$ cat src/rtl/exc_irq_ctrl_if.sv
// Bus between the exception/interrupt controller and the core datapath.
// The mask_we/mask_wdata signals exist only when IRQ_MASK_EN is defined.
interface exc_irq_ctrl_if #(
    parameter int NIRQ = 4,
    parameter int ESW  = 4
);
    logic [NIRQ-1:0] irq;
    logic            sync_exc;
    logic [ESW-1:0]  sync_code;
    logic            eret;
    logic            exc_ack;
    logic            exc;
    logic [ESW-1:0]  estatus;
    logic [NIRQ-1:0] irq_ack;
    logic            in_handler;
    logic            dbl_fault;
`ifdef IRQ_MASK_EN
    logic            mask_we;
    logic [NIRQ-1:0] mask_wdata;
`endif

    // Datapath / device side
    modport master (
        output irq, sync_exc, sync_code, eret, exc_ack,
`ifdef IRQ_MASK_EN
        output mask_we, mask_wdata,
`endif
        input  exc, estatus, irq_ack, in_handler, dbl_fault
    );

    // Controller side
    modport slave (
        input  irq, sync_exc, sync_code, eret, exc_ack,
`ifdef IRQ_MASK_EN
        input  mask_we, mask_wdata,
`endif
        output exc, estatus, irq_ack, in_handler, dbl_fault
    );
endinterface

$ cat src/rtl/exc_irq_ctrl.sv
// Exception/interrupt controller: latches IRQs and one sync exception, prioritises,
// holds Exc until ExcAck, tracks handler residency until ERET. Optional macro: IRQ_MASK_EN.
module exc_irq_ctrl #(
    parameter int NIRQ = 4,
    parameter int ESW  = 4
) (
    input  logic              clk,
    input  logic              reset,
    exc_irq_ctrl_if.slave     bus
);
    localparam int IW = (NIRQ > 1) ? $clog2(NIRQ) : 1;

    typedef enum logic [1:0] {IDLE, REQ, HANDLER} state_t;

    state_t          state_q;
    logic            exc_q;
    logic [ESW-1:0]  estatus_q;
    logic [NIRQ-1:0] irq_ack_q;
    logic            in_handler_q;
    logic            dbl_fault_q;
    logic            sel_sync_q;
    logic [IW-1:0]   sel_idx_q;
    logic [NIRQ-1:0] pend_q, pend_d;
    logic [NIRQ-1:0] elig;
    logic            any_elig;
    logic [IW-1:0]   win_idx;
    logic [ESW-1:0]  irq_code;

`ifdef IRQ_MASK_EN
    logic [NIRQ-1:0] mask_q, mask_d;

    always_comb begin
        mask_d = bus.mask_we ? bus.mask_wdata : mask_q;
    end

    always_ff @(posedge clk or negedge reset) begin
        if (!reset) mask_q <= '1;
        else        mask_q <= mask_d;
    end

    assign elig = pend_q & mask_q;
`else
    assign elig = pend_q;
`endif

    // New requests win over the acknowledge clear in the same cycle
    always_comb begin
        pend_d = (pend_q & ~irq_ack_q) | bus.irq;
    end

    always_ff @(posedge clk or negedge reset) begin
        if (!reset) pend_q <= '0;
        else        pend_q <= pend_d;
    end

    // Lowest-index eligible channel wins
    always_comb begin
        win_idx  = '0;
        any_elig = 1'b0;
        for (int k = NIRQ - 1; k >= 0; k--) begin
            if (elig[k]) begin
                win_idx  = IW'(k);
                any_elig = 1'b1;
            end
        end
        irq_code = (ESW'(1) << (ESW - 1)) | ESW'(win_idx);
    end

    always_ff @(posedge clk or negedge reset) begin
        if (!reset) begin
            state_q      <= IDLE;
            exc_q        <= 1'b0;
            estatus_q    <= '0;
            irq_ack_q    <= '0;
            in_handler_q <= 1'b0;
            dbl_fault_q  <= 1'b0;
            sel_sync_q   <= 1'b0;
            sel_idx_q    <= '0;
        end else begin
            irq_ack_q <= '0;
            case (state_q)
                IDLE: begin
                    if (bus.sync_exc) begin
                        state_q    <= REQ;
                        exc_q      <= 1'b1;
                        estatus_q  <= bus.sync_code;
                        sel_sync_q <= 1'b1;
                    end else if (any_elig) begin
                        state_q    <= REQ;
                        exc_q      <= 1'b1;
                        estatus_q  <= irq_code;
                        sel_sync_q <= 1'b0;
                        sel_idx_q  <= win_idx;
                    end
                end
                REQ: begin
                    if (bus.exc_ack) begin
                        state_q      <= HANDLER;
                        exc_q        <= 1'b0;
                        in_handler_q <= 1'b1;
                        if (!sel_sync_q) irq_ack_q <= NIRQ'(1) << sel_idx_q;
                    end
                end
                HANDLER: begin
                    if (bus.eret) begin
                        state_q      <= IDLE;
                        in_handler_q <= 1'b0;
                    end
                    if (bus.sync_exc) dbl_fault_q <= 1'b1;
                end
                default: state_q <= IDLE;
            endcase
        end
    end

    assign bus.exc        = exc_q;
    assign bus.estatus    = estatus_q;
    assign bus.irq_ack    = irq_ack_q;
    assign bus.in_handler = in_handler_q;
    assign bus.dbl_fault  = dbl_fault_q;
endmodule
$ cat src/flat_wrapper.sv
// flat-port wrapper written by rule: the top's interface ports become plain ports
module exc_irq_ctrl_flat 
#(
    parameter int NIRQ = 4,
    parameter int ESW  = 4
)
  (clk, reset, bus_irq, bus_sync_exc, bus_sync_code, bus_eret, bus_exc_ack, bus_exc, bus_estatus, bus_irq_ack, bus_in_handler, bus_dbl_fault);
  exc_irq_ctrl_if #(.NIRQ(NIRQ), .ESW(ESW)) bus_i ();
  input  logic clk;
  input  logic reset;
  input wire logic [$bits(bus_i.irq)-1:0] bus_irq;
  input wire logic [$bits(bus_i.sync_exc)-1:0] bus_sync_exc;
  input wire logic [$bits(bus_i.sync_code)-1:0] bus_sync_code;
  input wire logic [$bits(bus_i.eret)-1:0] bus_eret;
  input wire logic [$bits(bus_i.exc_ack)-1:0] bus_exc_ack;
  output wire logic [$bits(bus_i.exc)-1:0] bus_exc;
  output wire logic [$bits(bus_i.estatus)-1:0] bus_estatus;
  output wire logic [$bits(bus_i.irq_ack)-1:0] bus_irq_ack;
  output wire logic [$bits(bus_i.in_handler)-1:0] bus_in_handler;
  output wire logic [$bits(bus_i.dbl_fault)-1:0] bus_dbl_fault;
  assign bus_i.irq = bus_irq;
  assign bus_i.sync_exc = bus_sync_exc;
  assign bus_i.sync_code = bus_sync_code;
  assign bus_i.eret = bus_eret;
  assign bus_i.exc_ack = bus_exc_ack;
  assign bus_exc = bus_i.exc;
  assign bus_estatus = bus_i.estatus;
  assign bus_irq_ack = bus_i.irq_ack;
  assign bus_in_handler = bus_i.in_handler;
  assign bus_dbl_fault = bus_i.dbl_fault;
  exc_irq_ctrl #(.NIRQ(NIRQ), .ESW(ESW)) u_core (.clk(clk), .reset(reset), .bus(bus_i));
endmodule
$ cat config.mk
export PLATFORM = sky130hd
export DESIGN_NAME = exc_irq_ctrl_flat
export DESIGN_NICKNAME = d
export VERILOG_FILES = /design/src/rtl/exc_irq_ctrl_if.sv /design/src/rtl/exc_irq_ctrl.sv /design/src/flat_wrapper.sv
export SDC_FILE = /design/constraint.sdc
export NUM_CORES = 1
export LEC_CHECK = 0
export ABC_AREA = 1
export CORE_ASPECT_RATIO = 1.25
export CORE_MARGIN = 2
export CORE_UTILIZATION = 44
export CTS_BUF_LIST = sky130_fd_sc_hd__clkbuf_16
export CTS_CLUSTER_SIZE = 40
export DETAILED_ROUTE_END_ITERATION = 10
export GPL_TIMING_DRIVEN = 0
export PLACE_DENSITY = 0.76
export REMOVE_ABC_BUFFERS = 1
export SYNTH_ARGS = -nofsm -noshare
export SYNTH_HDL_FRONTEND = slang
export SYNTH_SLANG_ARGS = --single-unit
$ cat constraint.sdc
create_clock -name clk -period 1.6 [get_ports clk]
set_clock_uncertainty 0.1 [all_clocks]
set_input_delay 0.4 -clock clk [delete_from_list [all_inputs] [get_ports clk]]
set_output_delay 0.4 -clock clk [all_outputs]
set_load 0.005 [all_outputs]
==> results of run 1 <==
==> cells by family (layout without fill, tap and decap cells) <==
logic type / after synthesis / after routing
buffers and inverters: 10 / 39
flip-flops: 20 / 20
AND/OR/NAND/NOR: 49 / 49
AO/OA/AOI/OAI: 9 / 9
==> area by class of cell <==
class                   instances  area (µm²)
clock inverters                 1        30.0
flip-flops and latches         20         500
clock buffers                   3        75.1
multi-input cells              58         292
inverters                      10        37.5
repair buffers                 25         262
fillers                       140         546
well taps                      19        23.8
==> critical path, cell delays in order <==
cell             delay [ns]
clkdlybuf4s50_1        0.52
inv_2                  0.16
nand3_2                0.11
nand2_4                0.15
inv_2                  0.05
nand2_1                0.05
nand2_1                0.05
==> worst paths after layout <==
check / from / end / slack [ns] / cells after the start
max in group asynchronous: reset / u_core.bus.estatus[2] / 0.33 / 1
min in group asynchronous: reset / u_core.sel_idx_q[0] / 0.54 / 1
worst min register to register: u_core.bus.irq_ack[3] / u_core.elig[3] / 0.34 / 1
worst min-delay path: u_core.bus.irq_ack[3] / u_core.elig[3] / 0.34 / 1
worst max-delay path: bus_sync_exc / u_core.bus.estatus[1] / 0.15 / 7
worst max register to register: u_core.elig[3] / u_core.bus.estatus[1] / 0.34 / 6
==> timing repair <==
item,CTS,global route
setup endpoints to repair,3,8
gates cloned,0,0
hold buffers,0,0
gates resized for setup,3,8
setup buffers,0,2
==> synthesized netlist by cell type (2+ instances only) <==
| master | number |
|---|---|
| nand2_1 | 30 |
| dfrtp_1 | 20 |
| inv_1 | 7 |
| nand3_1 | 5 |
| nor2_1 | 4 |
| nor3_1 | 4 |
| o21bai_1 | 4 |
| inv_2 | 3 |
| o21ai_1 | 3 |
| nor2_4 | 2 |
==> through the flow <==
step / utilization, % / TNS, ns / setup WS, ns / total power [W] / cell area (µm²)
after floorplan: - / 0 / 0.495 / 0.00107 / 830
after global placement: 61.4 / -0.833 / -0.0924 / 0.00134 / 1080
final: 69.1 / 0 / 0.145 / 0.00201 / 1220
after CTS: 67.1 / 0 / 0.000986 / 0.00203 / 1180
after detailed placement: 61.4 / -1.01 / -0.0948 / 0.00136 / 1080
after global routing: 69.1 / 0 / 0.0548 / 0.00213 / 1220
==> per-layer routing <==
metal / wire length, µm / vias up / global-route usage (%)
met5: 0 / - / 0
met4: 23 / 0 / 9.38
met3: 112 / 4 / 3.10
met2: 942 / 26 / 34.1
met1: 665 / 325 / 18.3
li1: - / 338 / -
==> power by group through the flow <==
stage          Sequential (W)  Clock [W]  Combinational, W
6_report             0.000767   0.000672          0.000568
5_1_grt              0.000788   0.000697          0.000645
4_1_cts              0.000771   0.000680          0.000578
3_5_place_dp         0.000776          0          0.000582
3_3_place_gp         0.000772          0          0.000567
2_1_floorplan        0.000767          0          0.000306
==> flip-flops by register name, indices dropped and copies added, names as in the netlist <==
register / cells
u_core.bus.dbl_fault: 1
u_core.elig: 4
u_core.bus.in_handler: 1
u_core.state_q: 2
u_core.sel_idx_q: 2
u_core.bus.exc: 1
u_core.bus.estatus: 4
u_core.sel_sync_q: 1
u_core.bus.irq_ack: 4
==> placed cells by master (no fill, tap or decap), types with 3 or more instances in the layout <==
cell type / Yosys / layout
nand2_1: 30 / 30
dlymetal6s2s_1: 0 / 8
nand3_1: 5 / 5
o21ai_1: 3 / 3
clkdlybuf4s50_1: 0 / 12
dfrtp_1: 20 / 20
inv_1: 7 / 7
nor3_1: 4 / 4
clkbuf_16: 0 / 3
inv_2: 3 / 3
nor2_1: 4 / 4
o21bai_1: 4 / 4
dlygate4sd2_1: 0 / 3
==> out/metrics.cfg, run 1 <==
[detailed_routing]
vias=693
dr.pass1.iters=4
detail-route-antenna-nets=0
routed_via_density=5.10
wire_per_inst_um=12.8
drt-initial-drc-count=7
drc_errors=0
drt_wl_total_um=1740

[pwr]
switching_share_pct=29.4
pwr-share-clk_pct=33.5
p_leak_nw=0.696
comb_power_share_pct=28.3
p_sw_w=0.000590
power.density_nw_per_um2=1640
ir_worst_vdd_v=0.00100
p_int_w=0.00142
p_seq_share_pct=38.2

[timing]
fin_crit_ns=1.45
relSlewSlack_pct=42.5
worst_pin_slew_ns=0.860
drv_slew=0
fmax_mhz=687
rsz0062_at_grt=no
hold_viol=0
final-setup-viol-count=0
post-route-period-util_pct=90.9
holdWs_ns=0.340

[logic_synthesis]
yosysSeqAreaShare_pct=60.3
avgSynthCellArea_um2=9.43
synth-compound-area-share_pct=7.39
synth_top_area_share_pct=60.3
yosys-mux-area-fraction_pct=0
synth.distinct_cells=16
ys_seq_elements=20
yosys.area_share.simple_pct=27.8
syn-instance-count=88
synth_ff_type=dfrtp_1
netlist_area_um2=830
synth_area_leaders=dfrtp_1, nand2_1, o21bai_1
synthXorXnorAreaFrac_pct=0
yosys_warnings=0
ys_async_sr_fraction_pct=100
synthAdderAreaFrac_pct=0
synth_area_leader_cell=dfrtp_1
synth_top_family_by_area=simple AND/OR/NAND/NOR gates
synth_edf_count=0

[critical_path]
worstSetupPathType=in -> reg
start_kind=input pin
crit_required_ns=1.64
cp-end-kind=register
crit_arrival_ns=1.49
cp_max_fo=10

[global_routing]
grt_util_all_layers_pct=17.9
antenna_found_initial=0
grt_pass1_wl_um=2860
grt_overflow=0
grt_pass1_vias=676
grt_max_degree=21

[clocking]
cts_tree=done
cts_buffers=3
clk_pin_slew_ns=0.06
cts.sinks=20
clock_latency_ns=0.25
cts_buffer_depth=2
root_buffer=clkbuf_16
htreeDepth=1

[floorplanning]
die_h_um=52.5
coreArea_um2=1770
die_x_um=42.8
die_area_um2=2250
rows=17
start_util_pct=47.0
io_pins=24

[run]
drv_cap=0

[final_layout]
area_growth_pct=47.1
instances_no_fill=136
drive_above_1_share_pct=12.0
nets=131
n_antenna_cell=0

[place]
dp_hpwl_um=1250
dp_cells=130
port_buffers=23
place_congestion=0.746

[min_path]
hp-class=reg -> reg

[status]
status=finished, final reports clean

Power figures use the tool's default switching activity.
==> run 2, diff against run 1 <==
--- a/config.mk
+++ b/config.mk
@@ -12,7 +12,6 @@
 export CTS_BUF_LIST = sky130_fd_sc_hd__clkbuf_16
 export CTS_CLUSTER_SIZE = 40
 export DETAILED_ROUTE_END_ITERATION = 10
-export GPL_TIMING_DRIVEN = 0
 export PLACE_DENSITY = 0.76
 export REMOVE_ABC_BUFFERS = 1
 export SYNTH_ARGS = -nofsm -noshare
==> out/metrics.cfg, run 2 (synthesis gave the netlist of run 1 again) <==
[floorplanning]
die_area_um2=2250
rows=17
coreArea_um2=1770
io_pins=24
start_util_pct=47.0
die_h_um=52.5
die_x_um=42.8

[clocking]
root_buffer=clkbuf_16
clock_latency_ns=0.25
cts.sinks=20
clk_pin_slew_ns=0.05
htreeDepth=1
cts_buffer_depth=2
cts_tree=done
cts_buffers=3

[detailed_routing]
wire_per_inst_um=12.8
drc_errors=0
drt-initial-drc-count=1
route.met3.wl_um=103
vias=679
routed_via_density=4.88
dr.pass1.iters=4
wl_met2_um=865
drt_wl_total_um=1780
detail-route-antenna-nets=0
highest_layer=met4
wl_met1_um=780

[pwr]
power.density_nw_per_um2=1630
ir_worst_vdd_v=0.000971
p_int_w=0.00142
p_sw_w=0.000592
p_leak_nw=0.698
pwr-share-clk_pct=33.6
comb_power_share_pct=28.5
switching_share_pct=29.4
p_seq_share_pct=37.9

[place]
dp_hpwl_um=1250
pre_cts_ws_ns=0.0268
place_congestion=0.800
placed_area_um2=1100
port_buffers=23

[global_routing]
grt_util_all_layers_pct=18.2
grt_pass1_vias=698
antenna_found_initial=0
grt_max_degree=21
grt_pass1_wl_um=2930
grt_overflow=0

[final_layout]
area_growth_pct=48.9
final_common_cell=nand2_1
drive_above_1_share_pct=14.2
n_antenna_cell=0
final_core_util_pct=70.0
layout_common_cells=nand2_1, dfrtp_1, clkdlybuf4s50_1, inv_1, dlymetal6s2s_1
nets=134
fin_area_um2=1230

[timing]
holdWs_ns=0.338
relSlewSlack_pct=80.8
hold_viol=0
drv_slew=0
fin_setup_tns_ns=0
post-route-period-util_pct=87.3
final-setup-viol-count=0
fin_crit_ns=1.40
worst_slack_ns=0.203
rsz0062_at_grt=no
worst_pin_slew_ns=0.287
fmax_mhz=716

[critical_path]
cp-end-kind=output pin
crit_arrival_ns=0.90
crit_family=flip-flops
slowest_delay_ns=0.38
worstSetupPathType=reg -> out
path_cells=dlygate4sd2_1
cp_max_fo=2
cp.buffers_inverters=1
slowest_stage=dfrtp_1
crit_required_ns=1.10
start_kind=register

[status]
status=finished, final reports clean

[run]
drv_cap=0

[min_path]
hp-class=reg -> reg

==> run 2: cell count changes in the layout (fill, tap and decap cells not counted) <==
cell,previous run,this run
dlygate4sd2_1,3,5
buf_4,2,5
dlymetal6s2s_1,8,6
==> run 2: final timing paths <==
path                       cells past startpoint             startpoint                     to  slack (ns)
max                                            1  u_core.bus.irq_ack[0]         bus_irq_ack[0]        0.20
min                                            1  u_core.bus.irq_ack[3]         u_core.elig[3]        0.34
max reg2reg                                    6         u_core.elig[3]  u_core.bus.estatus[0]        0.26
min reg2reg                                    1  u_core.bus.irq_ack[3]         u_core.elig[3]        0.34
max in group asynchronous                      2                  reset         u_core.elig[0]        0.81
min in group asynchronous                      2                  reset  u_core.bus.irq_ack[2]        0.39
==> run 2: layout make-up <==
cell class | instances | area [µm²]
clock buffers | 3 | 75.1
clock inverters | 1 | 30.0
multi-input cells | 58 | 292
flip-flops and latches | 20 | 500
well taps | 19 | 23.8
inverters | 10 | 37.5
fillers | 150 | 531
repair buffers | 28 | 277
==> run 2: layer usage <==
layer | GRT usage, % | vias to the layer above
met5 | 0 | -
met2 | 30.8 | 18
li1 | - | 343
met4 | 11.5 | 0
met3 | 3.45 | 4
met1 | 20.9 | 314
==> run 2: repair_timing <==
action / 4_1_cts / 5_1_grt
hold buffers: 0 / 0
setup endpoints to repair: 7 / 6
cloned: 0 / 0
resized for setup: 5 / 6
setup buffers: 3 / 0
pin swaps: 0 / 0
==> run 2: metrics by stage <==
step | instances | total power [W]
2_1_floorplan | 88 | 0.00107
3_3_place_gp | 132 | 0.00134
3_5_place_dp | 132 | 0.00136
4_1_cts | 139 | 0.00205
5_1_grt | 139 | 0.00214
6_report | 139 | 0.00201
==> run 2: power by group through the flow <==
stage	sequential, W	combinational (W)	clock, W
2_1_floorplan	0.000767	0.000306	0
3_3_place_gp	0.000772	0.000573	0
3_5_place_dp	0.000776	0.000582	0
4_1_cts	0.000765	0.000591	0.000692
5_1_grt	0.000783	0.000649	0.000712
6_report	0.000762	0.000574	0.000676
